## src/rtl/mem_wb_stage_pkg.sv

```systemverilog
// Shared types and encodings for the MEM/WB pipeline boundary.
// Holds load funct3 codes, writeback selects and the registered control record.
package mem_wb_stage_pkg;

    localparam logic [2:0] LD_LB  = 3'b000;
    localparam logic [2:0] LD_LH  = 3'b001;
    localparam logic [2:0] LD_LW  = 3'b010;
    localparam logic [2:0] LD_LBU = 3'b100;
    localparam logic [2:0] LD_LHU = 3'b101;

    localparam logic [1:0] WB_SEL_LD  = 2'd0;
    localparam logic [1:0] WB_SEL_ALU = 2'd1;
    localparam logic [1:0] WB_SEL_PC4 = 2'd2;

    // Datapath fields are XLEN-parameterised in the stage, so the record carries control only.
    typedef struct packed {
        logic       valid;
        logic [1:0] wb_en;
        logic [4:0] rd_addr;
        logic       rd_wren;
        logic       ld_misalign;
    } mem_wb_t;

    localparam mem_wb_t WB_BUBBLE = '{
        valid:       1'b0,
        wb_en:       WB_SEL_ALU,
        rd_addr:     5'd0,
        rd_wren:     1'b0,
        ld_misalign: 1'b0
    };

endpackage

```

## src/rtl/mem_wb_stage_load_align.sv

```systemverilog
// Combinational load aligner: picks the addressed byte/halfword, extends it,
// and flags misaligned halfword/word loads. Unknown funct3 behaves as lw.
module load_align
    import mem_wb_stage_pkg::*;
#(
    parameter int XLEN = 32
) (
    input  logic [XLEN-1:0] raw,
    input  logic [1:0]      off,
    input  logic [2:0]      ld_type,
    input  logic            is_load,
    output logic [XLEN-1:0] data,
    output logic            misalign
);

    logic [7:0]  byte_s;
    logic [15:0] half_s;

    assign byte_s = raw[{off, 3'b000} +: 8];
    assign half_s = raw[{off[1], 4'b0000} +: 16];

    // Extend the selected lane and detect misalignment.
    always_comb begin
        data     = raw;
        misalign = 1'b0;
        case (ld_type)
            LD_LB: begin
                data     = {{(XLEN-8){byte_s[7]}}, byte_s};
                misalign = 1'b0;
            end
            LD_LBU: begin
                data     = {{(XLEN-8){1'b0}}, byte_s};
                misalign = 1'b0;
            end
            LD_LH: begin
                data     = {{(XLEN-16){half_s[15]}}, half_s};
                misalign = off[0];
            end
            LD_LHU: begin
                data     = {{(XLEN-16){1'b0}}, half_s};
                misalign = off[0];
            end
            default: begin
                data     = raw;
                misalign = (off != 2'b00);
            end
        endcase
        if (!is_load) begin
            misalign = 1'b0;
        end else begin
            misalign = misalign;
        end
    end

endmodule

```

## src/rtl/mem_wb_stage.sv

```systemverilog
// MEM/WB pipeline register with load alignment, bubble/stall handling
// and a retired-instruction counter.
module mem_wb_stage
    import mem_wb_stage_pkg::*;
#(
    parameter int XLEN  = 32,
    parameter int CNT_W = 32
) (
    input  logic             clk_i,
    input  logic             rst_i,
    input  logic             MEM_valid,
    input  logic [XLEN-1:0]  MEM_ld_raw,
    input  logic [XLEN-1:0]  MEM_alu_data,
    input  logic [XLEN-1:0]  MEM_pc_four,
    input  logic [2:0]       MEM_ld_type,
    input  logic             MEM_is_load,
    input  logic [1:0]       MEM_wb_en,
    input  logic [4:0]       MEM_rd_addr,
    input  logic             MEM_rd_wren,
    input  logic             stall_i,
    input  logic             flush_i,
    output logic             WB_valid,
    output logic [XLEN-1:0]  WB_ld_data,
    output logic [XLEN-1:0]  WB_alu_data,
    output logic [XLEN-1:0]  WB_pc_four,
    output logic [1:0]       WB_wb_en,
    output logic [4:0]       WB_rd_addr,
    output logic             WB_rd_wren,
    output logic             WB_ld_misalign,
    output logic [CNT_W-1:0] retire_cnt
);

    logic [XLEN-1:0] aligned_s;
    logic            misalign_s;

    mem_wb_t         ctrl_r,    ctrl_nxt_s;
    logic [XLEN-1:0] ld_r,      ld_nxt_s;
    logic [XLEN-1:0] alu_r,     alu_nxt_s;
    logic [XLEN-1:0] pc4_r,     pc4_nxt_s;
    logic [CNT_W-1:0] cnt_r;
    logic            retire_s;

    load_align #(.XLEN(XLEN)) u_load_align (
        .raw      (MEM_ld_raw),
        .off      (MEM_alu_data[1:0]),
        .ld_type  (MEM_ld_type),
        .is_load  (MEM_is_load),
        .data     (aligned_s),
        .misalign (misalign_s)
    );

    // Select the next stage contents: flush beats stall beats capture.
    always_comb begin
        ctrl_nxt_s = WB_BUBBLE;
        ld_nxt_s   = '0;
        alu_nxt_s  = '0;
        pc4_nxt_s  = '0;
        if (flush_i) begin
            ctrl_nxt_s = WB_BUBBLE;
        end else if (stall_i) begin
            ctrl_nxt_s = ctrl_r;
            ld_nxt_s   = ld_r;
            alu_nxt_s  = alu_r;
            pc4_nxt_s  = pc4_r;
        end else if (!MEM_valid) begin
            ctrl_nxt_s = WB_BUBBLE;
        end else begin
            ctrl_nxt_s.valid       = 1'b1;
            ctrl_nxt_s.wb_en       = MEM_wb_en;
            ctrl_nxt_s.rd_addr     = MEM_rd_addr;
            ctrl_nxt_s.rd_wren     = MEM_rd_wren && (MEM_rd_addr != 5'd0) && !misalign_s;
            ctrl_nxt_s.ld_misalign = misalign_s;
            ld_nxt_s               = misalign_s ? '0 : aligned_s;
            alu_nxt_s              = MEM_alu_data;
            pc4_nxt_s              = MEM_pc_four;
        end
    end

    // An instruction retires as it leaves WB, unless it faulted or WB is held.
    assign retire_s = ctrl_r.valid && !ctrl_r.ld_misalign && !stall_i;

    // Stage register and retire counter.
    always_ff @(posedge clk_i) begin
        if (rst_i) begin
            ctrl_r <= WB_BUBBLE;
            ld_r   <= '0;
            alu_r  <= '0;
            pc4_r  <= '0;
            cnt_r  <= '0;
        end else begin
            ctrl_r <= ctrl_nxt_s;
            ld_r   <= ld_nxt_s;
            alu_r  <= alu_nxt_s;
            pc4_r  <= pc4_nxt_s;
            if (retire_s) begin
                cnt_r <= cnt_r + {{(CNT_W-1){1'b0}}, 1'b1};
            end else begin
                cnt_r <= cnt_r;
            end
        end
    end

    assign WB_valid       = ctrl_r.valid;
    assign WB_ld_data     = ld_r;
    assign WB_alu_data    = alu_r;
    assign WB_pc_four     = pc4_r;
    assign WB_wb_en       = ctrl_r.wb_en;
    assign WB_rd_addr     = ctrl_r.rd_addr;
    assign WB_rd_wren     = ctrl_r.rd_wren;
    assign WB_ld_misalign = ctrl_r.ld_misalign;
    assign retire_cnt     = cnt_r;

endmodule

```

## config.mk

```make
export PLATFORM = sky130hd
export DESIGN_NAME = mem_wb_stage
export DESIGN_NICKNAME = d
export VERILOG_FILES = /design/src/rtl/mem_wb_stage_pkg.sv /design/src/rtl/mem_wb_stage_load_align.sv /design/src/rtl/mem_wb_stage.sv
export SDC_FILE = /design/constraint.sdc
export NUM_CORES = 1
export LEC_CHECK = 0
export CAP_MARGIN = 25
export CORE_MARGIN = 3
export CORE_UTILIZATION = 30
export DETAILED_ROUTE_END_ITERATION = 10
export MAX_ROUTING_LAYER = met4
export PLACE_DENSITY_LB_ADDON = 0.2
export SYNTH_ARGS = -nofsm -noshare
export SYNTH_HDL_FRONTEND = slang
export SYNTH_SLANG_ARGS = --single-unit
```

## constraint.sdc

```tcl
create_clock -name clk_i -period 2.9 [get_ports clk_i]
set_clock_uncertainty 0.05 [all_clocks]
set_input_delay 0.58 -clock clk_i [delete_from_list [all_inputs] [get_ports clk_i]]
set_output_delay 0.58 -clock clk_i [all_outputs]
set_load 0.02 [all_outputs]
```

After elaboration in Yosys (flattened, before gate mapping)
Index checks and enable logic that the tools add are counted.
- multiplexer cells: 8
- reductions and logical operators: 13
- shift operators: 2
- equality and inequality tests: 3
- add/sub/neg operators: 1
- operator list (operator ; number):
    two-way mux 32 bit ; 4
    case mux 32 bit (4 select lines) ; 1
    adder 32 x 1 -> 32 bit (second input constant) ; 1
    variable part select 32 x 6 -> 16 bit ; 1
    variable part select 32 x 6 -> 8 bit ; 1
    two-way mux 10 bit ; 1
    equality test 3 bit (second input constant) ; 2
    OR reduction 2 bit ; 3
    nonzero test 5 bit ; 1
    logical AND 1 bit ; 4
    equality test 3 x 1 -> 1 bit (second input constant) ; 1
    logical NOT 1 bit ; 3
    logical NOT 3 bit ; 1
    case mux 1 bit (2 select lines) ; 1
    nonzero test 2 bit ; 1
    two-way mux 1 bit ; 1
- output and inout bits: 138
- word-level logic and storage cells: 36
- input port bits: 113
- register bits after elaboration: 138

Depth between registers and ports, before layout
Gate-level depths: netlist of run 1.
- word-level depth: 7
- depth in mapped cells: 8
- depth with buffers taken out: 5

Modules after synthesis
A second synthesis of run 1 with hierarchy kept.
- cell total of the unflattened synthesis: 645
- area total of the unflattened synthesis: 5681.7 µm²
- by module, submodules not included (module ; area an instance (µm²) ; times used ; seq. area each (µm²) ; cells an instance):
    mem_wb_stage ; 4949.7 ; 1 ; 2762.6 ; 526
    load_align ; 732.0 ; 1 ; 0.0 ; 119

Least setup slack after synthesis of run 1
OpenSTA, ideal clock, no wires.
- path kind: input to register
- start point: input stall_i
- end point: register cnt_r[29] (netlist: retire_cnt[29])
- required time: 2729 ps
- data arrival time: 2260 ps
- path buffers: 4
- library setup time: 121 ps
- slack: 470 ps
- stages: 8
- cell sequence: buf_6 or3b_1 buf_6 or2_1 buf_6 buf_4 nor4_2 mux2_2
- word-level cells in the longest chain between the ends: 2
- RTL lines (item ; RTL line ; text):
    from (decl) ; mem_wb_stage.sv:20 ; input logic stall_i,
    logical NOT 1 bit ; mem_wb_stage.sv:80 ; assign retire_s = ctrl_r.valid && !ctrl_r.ld_misalign && !stall_i;
    logical AND 1 bit ; mem_wb_stage.sv:80 ;
    to (signal assigned) ; mem_wb_stage.sv:96 ; cnt_r <= cnt_r + {{(CNT_W-1){1'b0}}, 1'b1};
    to (signal assigned) ; mem_wb_stage.sv:98 ; cnt_r <= cnt_r;
    to (decl) ; mem_wb_stage.sv:40 ; logic [CNT_W-1:0] cnt_r;
Every way passes these cells.
A chain may end at the register's enable or synchronous reset.

Final worst setup path of run 1
- start point: register cnt_r[2] (netlist: retire_cnt[2])
- end point: output retire_cnt[2]
- RTL lines (item ; RTL line ; text):
    to (decl) ; mem_wb_stage.sv:30 ; output logic [CNT_W-1:0] retire_cnt
No word-level cell between the ends.

==> metrics.md, run 1 <==
| Metric | Value |
|---|---|
| Final Cycle Share | 75.07% |
| Hold endpoint | WB_ld_data[23] |
| Hold Crit Start | WB_ld_data[23] |
| Biggest area consumer among synthesized cells | dfxtp_1 |
| Hold path cells | 2 |
| Worst slew pin tran | between 0.8 and 0.9 ns |
| Post-DP HPWL | 13.25 mm |
| Sw Ratio | ~24% |
| Syn avg cell area | 8.893 sq um |
| CTS tree | yes |
| Combinational Power Share | a little over a tenth |
| Crit Path Max Fanout | 8 |
| Vias in the first global route | ~5.6k |
| I/O Pins | 251 |
| Worst skew pair latency | just over 0.4 ns |
| Setup-failing EPs final | 0 |
| Static Leak | 3.208 nW |
| Clk slew on worst S/H paths | approximately 0.060 ns |
| Port buffer count | 250 |
| Die Height | 144.9 um |
| Hold Path Class | reg2reg |
| Seq/Total Area, Yosys | 47.72% |
| Relative slew slack | 44.59% |
| Initial Utilization | 30.74% |
| Register-to-register setup slack | about 0.8 ns |
| Synthesis Warnings | 0 |
| Outcome | finished clean |
| Clock buffer depth | 2 |
| RSZ-0062 raised after global routing | false |
| RR Endpoint | retire_cnt[28] |
| Placed cell area | 8527 sq um |
| Count of final hold-check violations | 0 |
| CTS root buf | clkbuf_16 |
| First-pass GRT wire length | 30.20 mm |
| Hold Buf Count CTS | 0 |
| Startpoint Class | flip-flop |
| Core ar. | between 15000 and 20000 sq um |
| Gate Count Post-Synth | between 600 and 700 |
| Setup crit end kind | output pin |
| Max Transition Viols Final | 0 |
| Postcts setup bufs | 0 |
| Reg2Reg Depth | 6 |
| Worst path required time | between 2 and 2.5 ns |
| Max cap viols | 0 |
| Sequential power share | 41.2% |
| DR WL/cell | 16.46 um |
| Footprint of the multi-input gates | 2776 sq um |
| Power Total | 4.712 mW |
| Diode count | 0 |
| Area Overhead vs Synth | 57.83% |
| Pre-antenna DRT Iters | 4 |
| Mapped Area | 5789 sq um |
| Post-synth EDFFs | 0 |
| Pint | 3.565 mW |
| Total gr overflow | 0 |
| Vias per cell | 4.890 |
| Slowest-stage cell, CP | clkdlybuf4s50_1 |
| DR iter-0 viols | 297 |
| Post-cts gate resize count | 0 |
| TNS Setup | 0 ns |
| Yosys top cell area share | 47.72% |
| Register bit total from synthesis | 138 |
| Main synth FF type | dfxtp_1 |
| CTS Buf Count | 17 |
| Power Density | 515.7 nW/um^2 |
| Peak Freq | ~460 MHz |
| Sequential cell area | 2763 sq um |
| Final non-filler cell area | 9138 sq um |
| Total die area | 21000 sq um |
| IR drop worst, VDD | 0.3710 mV |
| Vias | around 5.7k |
| Cell breakdown of the critical path | buf_4 -> clkdlybuf4s50_1 |
| Antenna viol nets, final | 0 |
| Largest cells by area after synthesis | dfxtp_1 (48%), a22oi_1 (9.5%), nor2_1 (6.4%) |
| Max incr delay on CP | 0.62 ns |
| Clk sink count | 138 |
| Initial antenna violation count | 0 |
| Most frequent cell after synthesis | dfxtp_1 |
| Final min period | about 2.2 ns |
| Die W | 144.9 um |
| Clock Power Share | 48.1% |
| H-Tree Level Count | 4 |
| Pin count of the biggest net entering global routing | 75 |
| DRT met1 WL | 8.724 mm |
| FILL cells | 1824 |
| GRT Overall Usage | 18.00% |
| Drt drc | 0 |
| Cell variety after synth | 47 |
| Floorplan row count | 50 |
| DR top layer | met4 |
| Switch Pwr | about 1.1 mW |
| Critical path class | reg2out |
| WL met2 | about 8.7 mm |
| Post-Syn Nets | 765 |
| Final net count | 998 |
| Worst path arrival time | about 1.6 ns |
| Top post-synthesis cells by count | dfxtp_1 (138), nor2_1 (99), a22oi_1 (73), nand2_1 (52), clkbuf_1 (38) |
| DRT Wirelength | 19.03 mm |
| Layout cell share with drive strength beyond 1 | 7.254% |
| WL met3 | about 1.3 mm |
| R2r startpoint | retire_cnt[0] |
| GPL Wtd Cong | 0.8491 |
| Async S/R FF share, synth | 0% |
==> worst max-delay path: cells and delay by family (launching register included) <==
| family | cells | cell delay [ns] |
|---|---|---|
| flops | 1 | 0.35 |
| buf+inv | 2 | 0.80 |
==> per-stage QoR <==
step	hold slack [ns]	setup slack, ns	utilization [%]	std cells
final	0.3996	0.7229	48.52	1156
after global routing	0.4254	0.6304	48.52	1156
after CTS	0.4051	0.6819	48.52	1156
after detailed placement	0.3916	0.3360	45.28	1125
after global placement	0.3864	0.3849	45.28	1125
after floorplan	0.4832	0.4695	-	651
==> how the worst max path moves through the flow <==
stage | startpoint | cells past startpoint | end
2_1_floorplan | stall_i | 8 | retire_cnt[29]
3_3_place_gp | MEM_alu_data[1] | 5 | WB_ld_data[15]
3_5_place_dp | MEM_alu_data[0] | 5 | WB_ld_data[6]
4_1_cts | retire_cnt[11] | 1 | retire_cnt[11]
5_1_grt | MEM_alu_data[0] | 5 | WB_ld_data[6]
6_report | retire_cnt[2] | 2 | retire_cnt[2]
==> placed cells by master, fill, tap and decap left out, types with 6 or more instances in the layout <==
cell type        instances
clkdlybuf4s50_1        249
dfxtp_1                138
nor2_1                  98
a22oi_1                 73
nand2_1                 52
o31ai_1                 33
nor2b_1                 25
a21oi_1                 24
buf_4                   18
clkbuf_16               17
nand2b_1                16
or4_1                   16
nand4_1                 12
mux2i_1                 11
mux2_2                   9
inv_1                    8
nand3_1                  7
and3_1                   7
a32o_1                   7
o21ai_0                  6
xor2_1                   6
==> power by group through the flow <==
stage	combinational, mW	clock (mW)	sequential, mW
floorplan	0.190	0	2.02
global placement	0.507	0	1.98
detailed placement	0.508	0	1.98
CTS	0.510	2.34	1.94
global route	0.545	2.41	1.94
finish	0.505	2.27	1.94
==> sequential cells by signal, indices dropped and copies added, names as in the netlist <==
register and flops:
WB_rd_addr 5, WB_rd_wren 1, retire_cnt 32, WB_pc_four 32
WB_alu_data 32, WB_ld_data 32, WB_wb_en 2, WB_valid 1
WB_ld_misalign 1
==> area by class of cell <==
class / instances / area share, %
repair buffers: 268 / 28.81
multi-input cells: 451 / 30.38
inverters: 8 / 0.3286
clock buffers: 17 / 4.656
well taps: 260 / 3.560
clock inverters: 14 / 2.027
flip-flops and latches: 138 / 30.23
==> kinds of logic after synthesis <==
kind of cell / count (synthesis) / synth area share (%)
mux: 21 / 4.042
compound gates: 160 / 20.01
buf+inv: 62 / 4.495
fa+ha+maj: 1 / 0.2161
simple gates: 258 / 21.85
flops: 138 / 47.72
xor+xnor: 11 / 1.664
==> layer usage <==
metal,up-vias,global-route usage (%)
met5,-,-
met4,0,4.751
met3,13,6.152
met2,197,27.56
met1,2634,22.89
li1,2809,-
Note: power is estimated with default switching activity, not from simulation.
==> run 2: changes to the inputs <==
==> constraint.sdc (replaced) <==
create_clock -name clk_i -period 2.1 [get_ports clk_i]
set_clock_uncertainty 0.05 [all_clocks]
set_input_delay 0.42 -clock clk_i [delete_from_list [all_inputs] [get_ports clk_i]]
set_output_delay 0.42 -clock clk_i [all_outputs]
set_load 0.02 [all_outputs]
==> run 2 against run 1 <==
Non-clock buffer count up 33. Final cell count up 2.9%. Core utilization up 1.5 points. Sequential power up 38%. Flip-flop and latch count unchanged. Critical path depth unchanged. Via count up 3.9%. Critical path type unchanged. Critical endpoint unchanged. Largest power group unchanged.
==> metrics.md, run 2 (synthesized netlist as in run 1, its figures left out) <==
| Metric | Value |
|---|---|
| Outcome | finished clean |
| Startpoint Class | flip-flop |
| WL met2 | 8.936 mm |
| Final non-filler cell area | roughly 9400 sq um |
| GRT Overall Usage | 18.66% |
| Worst path arrival time | approximately 1.6 ns |
| Slowest-stage cell, CP | clkdlybuf4s50_1 |
| Crit path max-delay family | buffers and inverters |
| Drt drc | 0 |
| Clk slew on worst S/H paths | 0.06 ns |
| Max incr delay on CP | 0.61 ns |
| RSZ-0062 raised after global routing | false |
| Pre-antenna DRT Iters | 5 |
| Post-cts gate resize count | 0 |
| Cell breakdown of the critical path | buf_4 -> clkdlybuf4s50_1 |
| Postcts setup bufs | 0 |
| Port buffer count | 250 |
| CTS Buf Count | 17 |
| Clock buffer depth | 2 |
| IR drop worst, VDD | about 0.58 mV |
| Layout cell share with drive strength beyond 1 | 11.08% |
| Total gr overflow | 0 |
| Initial Utilization | 30.74% |
| Most frequent cells in the layout | clkdlybuf4s50_1 (249), dfxtp_1 (138), nor2_1 (98) |
| CTS root buf | clkbuf_16 |
| Final net count | 1031 |
| Final core utilization | 49.98% |
| DRT met1 WL | ~8.6 mm |
| Vias in the first global route | around 5.7k |
| Number of cells on the critical path | 2 |
| Final Cycle Share | between 90% and 100% |
| Static Leak | 3.363 nW |
| Area Overhead vs Synth | 62.57% |
| WL met3 | 1.559 mm |
| Count of final hold-check violations | 0 |
| I/O Pins | 251 |
| Setup-failing EPs final | 0 |
| Max Transition Viols Final | 0 |
| Total die area | 21000 sq um |
| Hold path cells | 2 |
| Placed cell area | 8825 sq um |
| Post-DP HPWL | 14.02 mm |
| Vias per cell | 4.934 |
| Setup crit end kind | output pin |
| Reg2Reg Depth | 4 |
| Floorplan row count | 50 |
| Relative slew slack | approximately three fifths |
| Power Total | 6.344 mW |
| H-Tree Level Count | 4 |
| Worst slew pin tran | 0.6280 ns |
| Peak Freq | approximately 500 MHz |
| DR top layer | met4 |
| First-pass GRT wire length | 31.00 mm |
| Vias | 5872 |
| Max cap viols | 0 |
| DRT Wirelength | 19.38 mm |
| Power Density | 674.0 nW/um^2 |
| CTS tree | yes |
| WP buf/inv | 2 |
| Diode count | 0 |
| Clk sink count | 138 |
| TNS Setup | 0 ns |
| Core ar. | 18830 sq um |
| DR WL/cell | around 16 um |
| Worst skew pair latency | ~0.42 ns |
| GPL Wtd Cong | between 0.7 and 0.8 |
| Hold Buf Count CTS | 0 |
| Initial antenna violation count | 0 |
| DR iter-0 viols | 323 |
| Worst path required time | between 1.5 and 2 ns |
| Pin count of the biggest net entering global routing | 57 |
| Antenna viol nets, final | 0 |
| Crit Path Max Fanout | 8 |
| Critical path class | reg2out |
| Die Height | about 140 um |
| Final min period | approximately 2.0 ns |
| Most common cell after layout, fill and taps aside | clkdlybuf4s50_1 |
| Die W | 144.9 um |
| Hold Path Class | reg2reg |
==> run 2: cell types whose count changed in the layout (fill, tap and decap cells not counted), sizes merged <==
cell / delta
bufinv: -2
buf: +33
clkinv: +1
clkinvlp: +1
clkbuf: +1
==> run 2: worst register-to-register path: stages, from the launching register on <==
cell and delay [ns]:
dfxtp_1 0.45, and4_2 0.33, nand4_1 0.26, nor4_2 0.39, mux2_2 0.36
==> run 2: area by class of cell <==
cell class,count,area (sq um)
clock buffer,18,429.2
multi-input combinational,451,2799
sequential,138,2763
fill,1777,9419
inverter,8,30.03
tap,260,325.3
timing repair buffer,301,2930
clock inverter,14,135.1
==> run 2: worst paths after layout <==
kind / from / to / slack [ns]
setup reg to reg: retire_cnt[14] / retire_cnt[31] / 0.15
hold reg to reg: WB_ld_data[17] / WB_ld_data[17] / 0.40
hold / removal: WB_ld_data[17] / WB_ld_data[17] / 0.40
setup / recovery: retire_cnt[2] / retire_cnt[2] / 0.08
==> run 2: routing by layer <==
metal  vias up  global-route usage [%]
li1       2885                       -
met1      2763                   23.41
met2       203                   28.64
met3        21                   6.246
met4         0                   5.748
met5         -                       -
==> run 2: power by group <==
part / leakage, nW / total [mW] / internal, mW / switching [mW]
combinational: 1.98 / 0.741 / 0.400 / 0.340
sequential: 1.12 / 2.68 / 2.66 / 0.0224
clock: 0.270 / 2.92 / 1.66 / 1.27
total: 3.36 / 6.34 / 4.72 / 1.63
==> run 2: through the flow <==
step / cells / hold WS, ns / worst slack (ns)
after floorplan: 651 / 0.4748 / -0.1533
after detailed placement: 1158 / 0.3904 / -0.1797
after CTS: 1190 / 0.4047 / 0.05530
after global placement: 1158 / 0.3851 / -0.1547
final: 1190 / 0.3989 / 0.08008
after global routing: 1190 / 0.4238 / 0.003931
==> run 3: changes to the inputs <==
--- a/config.mk
+++ b/config.mk
@@ -6,6 +6,8 @@
 export NUM_CORES = 1
 export LEC_CHECK = 0
 export CAP_MARGIN = 25
+export CELL_PAD_IN_SITES_DETAIL_PLACEMENT = 1
+export CELL_PAD_IN_SITES_GLOBAL_PLACEMENT = 1
 export CORE_MARGIN = 3
 export CORE_UTILIZATION = 30
 export DETAILED_ROUTE_END_ITERATION = 10
==> run 3 against run 2 <==
Clock power shrank 3%. Non-clock buffer count down 2. First-iteration DRC count is 11% lower. Clock-buffer cell count grew 1. Hold slack improved by 0.0055 ns. Sequential power about the same. Die area unchanged.
==> metrics.md, run 3 (synthesized netlist as in run 1, its figures left out) <==
| Metric | Value |
|---|---|
| Worst path required time | 1.63 ns |
| Clock buffer depth | 2 |
| Final Cycle Share | between 90% and 100% |
| Die W | 144.9 um |
| Setup-failing EPs final | 0 |
| Final non-filler cell area | 9418 sq um |
| Hold Path Class | reg2reg |
| Layout cell share with drive strength beyond 1 | between 10% and 20% |
| WP buf/inv | 1 |
| Outcome | finished clean |
| IR drop worst, VDD | between 0.5 and 0.6 mV |
| Worst skew pair latency | 0.41 ns |
| Clk slew on worst S/H paths | roughly 0.060 ns |
| Hold Buf Count CTS | 0 |
| Max Transition Viols Final | 0 |
| Die Height | roughly 140 um |
| Clk sink count | 138 |
| Worst path arrival time | around 1.5 ns |
| Vias | roughly 6k |
| Static Leak | 3.362 nW |
| CTS tree | yes |
| Most frequent cells in the layout | clkdlybuf4s50_1 (249), dfxtp_1 (136), nor2_1 (98) |
| DR iter-0 viols | approximately 290 |
| H-Tree Level Count | 4 |
| GRT Overall Usage | 20.87% |
| Relative slew slack | 54.13% |
| Pin count of the biggest net entering global routing | 75 |
| Hold path cells | 2 |
| Final net count | 1029 |
| Most common cell after layout, fill and taps aside | clkdlybuf4s50_1 |
| Drt drc | 0 |
| Cell breakdown of the critical path | clkdlybuf4s50_1 |
| First-pass GRT wire length | 35.13 mm |
| Placed cell area | 8812 sq um |
| Slowest-stage cell, CP | clkdlybuf4s50_1 |
| Cell count after placement | between 1k and 1.5k |
| GPL Wtd Cong | 0.8185 |
| Crit path max-delay family | buffers and inverters |
| Initial antenna violation count | 2 |
| Final setup margin | 0.1011 ns |
| CTS Buf Count | 17 |
| Total die area | roughly 21000 sq um |
| Peak Freq | 500.3 MHz |
| Number of cells on the critical path | 1 |
| CTS root buf | clkbuf_16 |
| Vias in the first global route | roughly 6.6k |
| Max incr delay on CP | 0.66 ns |
| Fin cells | 1190 |
| I/O Pins | 251 |
| Critical path class | reg2out |
| TNS Setup | 0 ns |
| Crit Path Max Fanout | 6 |
| Vias per cell | about 5.0 |
| DRT Wirelength | 21.44 mm |
| Floorplan row count | 50 |
| Startpoint Class | flip-flop |
| FILL cells | around 2.1k |
| Max cap viols | 0 |
| Final min period | 1.999 ns |
| Pre-CTS setup slack | -0.2322 ns |
| Port buffer count | 250 |
| Total gr overflow | 0 |
| Post-DP HPWL | 15.93 mm |
| Initial Utilization | 30.74% |
| Power Density | 666.0 nW/um^2 |
| DR WL/cell | around 18 um |
| Hold slack final | 0.4044 ns |
| Area Overhead vs Synth | 62.68% |
| Reg2Reg Depth | 7 |
| Worst slew pin tran | about 0.7 ns |
| Setup crit end kind | output pin |
| Antenna viol nets, final | 0 |
| Count of final hold-check violations | 0 |
| RSZ-0062 raised after global routing | true |
| Pre-antenna DRT Iters | 4 |
| Core ar. | 18830 sq um |
[run 3: cell types whose count changed in the layout (fill, tap and decap cells not counted), sizes merged]
| cell | before | now |
|---|---|---|
| buf | 52 | 50 |
| diode | 0 | 2 |
| clkbuf | 18 | 19 |
| clkinvlp | 3 | 2 |
| clkinv | 3 | 7 |
| inv | 15 | 11 |
[run 3: area by class of cell]
cell class | instances | area [sq um] | area share (%)
Timing Repair Buffer | 299 | 2940 | 31.22
Multi-Input combinational cell | 451 | 2798 | 29.71
Sequential cell | 138 | 2765 | 29.36
Clock buffer | 19 | 432.9 | 4.597
Tap cell | 260 | 325.3 | 3.454
Clock inverter | 13 | 121.4 | 1.289
Inverter | 8 | 30.03 | 0.3189
Antenna cell | 2 | 5.005 | 0.05314
[run 3: final timing paths]
check                       from             end  slack (ns)
hold reg to reg   WB_ld_data[24]  WB_ld_data[24]        0.40
setup / recovery  retire_cnt[11]  retire_cnt[11]        0.10
hold / removal    WB_ld_data[24]  WB_ld_data[24]        0.40
setup reg to reg   retire_cnt[0]  retire_cnt[18]        0.13
[run 3: per-stage QoR]
stage                     power, mW  utilization, %
after global routing          6.531           50.01
final                         6.272           50.01
after floorplan               3.050               -
after detailed placement      3.491           46.80
after global placement        3.469           46.80
after CTS                     6.353           49.77
[run 3: power by group]
part	internal [mW]	leakage, nW	switching (mW)	total [mW]
Combinational	0.401	1.98	0.348	0.748
Sequential	2.66	1.12	0.0243	2.68
Clock	1.64	0.268	1.20	2.84
Total	4.70	3.36	1.57	6.27
[run 3: routing by layer]
layer / wire length [um] / global-route usage [%]
met1: 8748 / 23.15
met2: 10600 / 35.23
met3: 1724 / 7.495
met4: 362 / 6.556
met5: 0 / -
[run 3: worst min-delay path: stages (launching register included)]
cell and delay (ns):
dfxtp_1 0.31, nand2_1 0.05, o31ai_1 0.05
[run 3: repair_timing]
action,in CTS,in global routing
pin swaps,0,1
resized for setup,1,5
setup endpoints to repair,6,14
buffers inserted,0,3
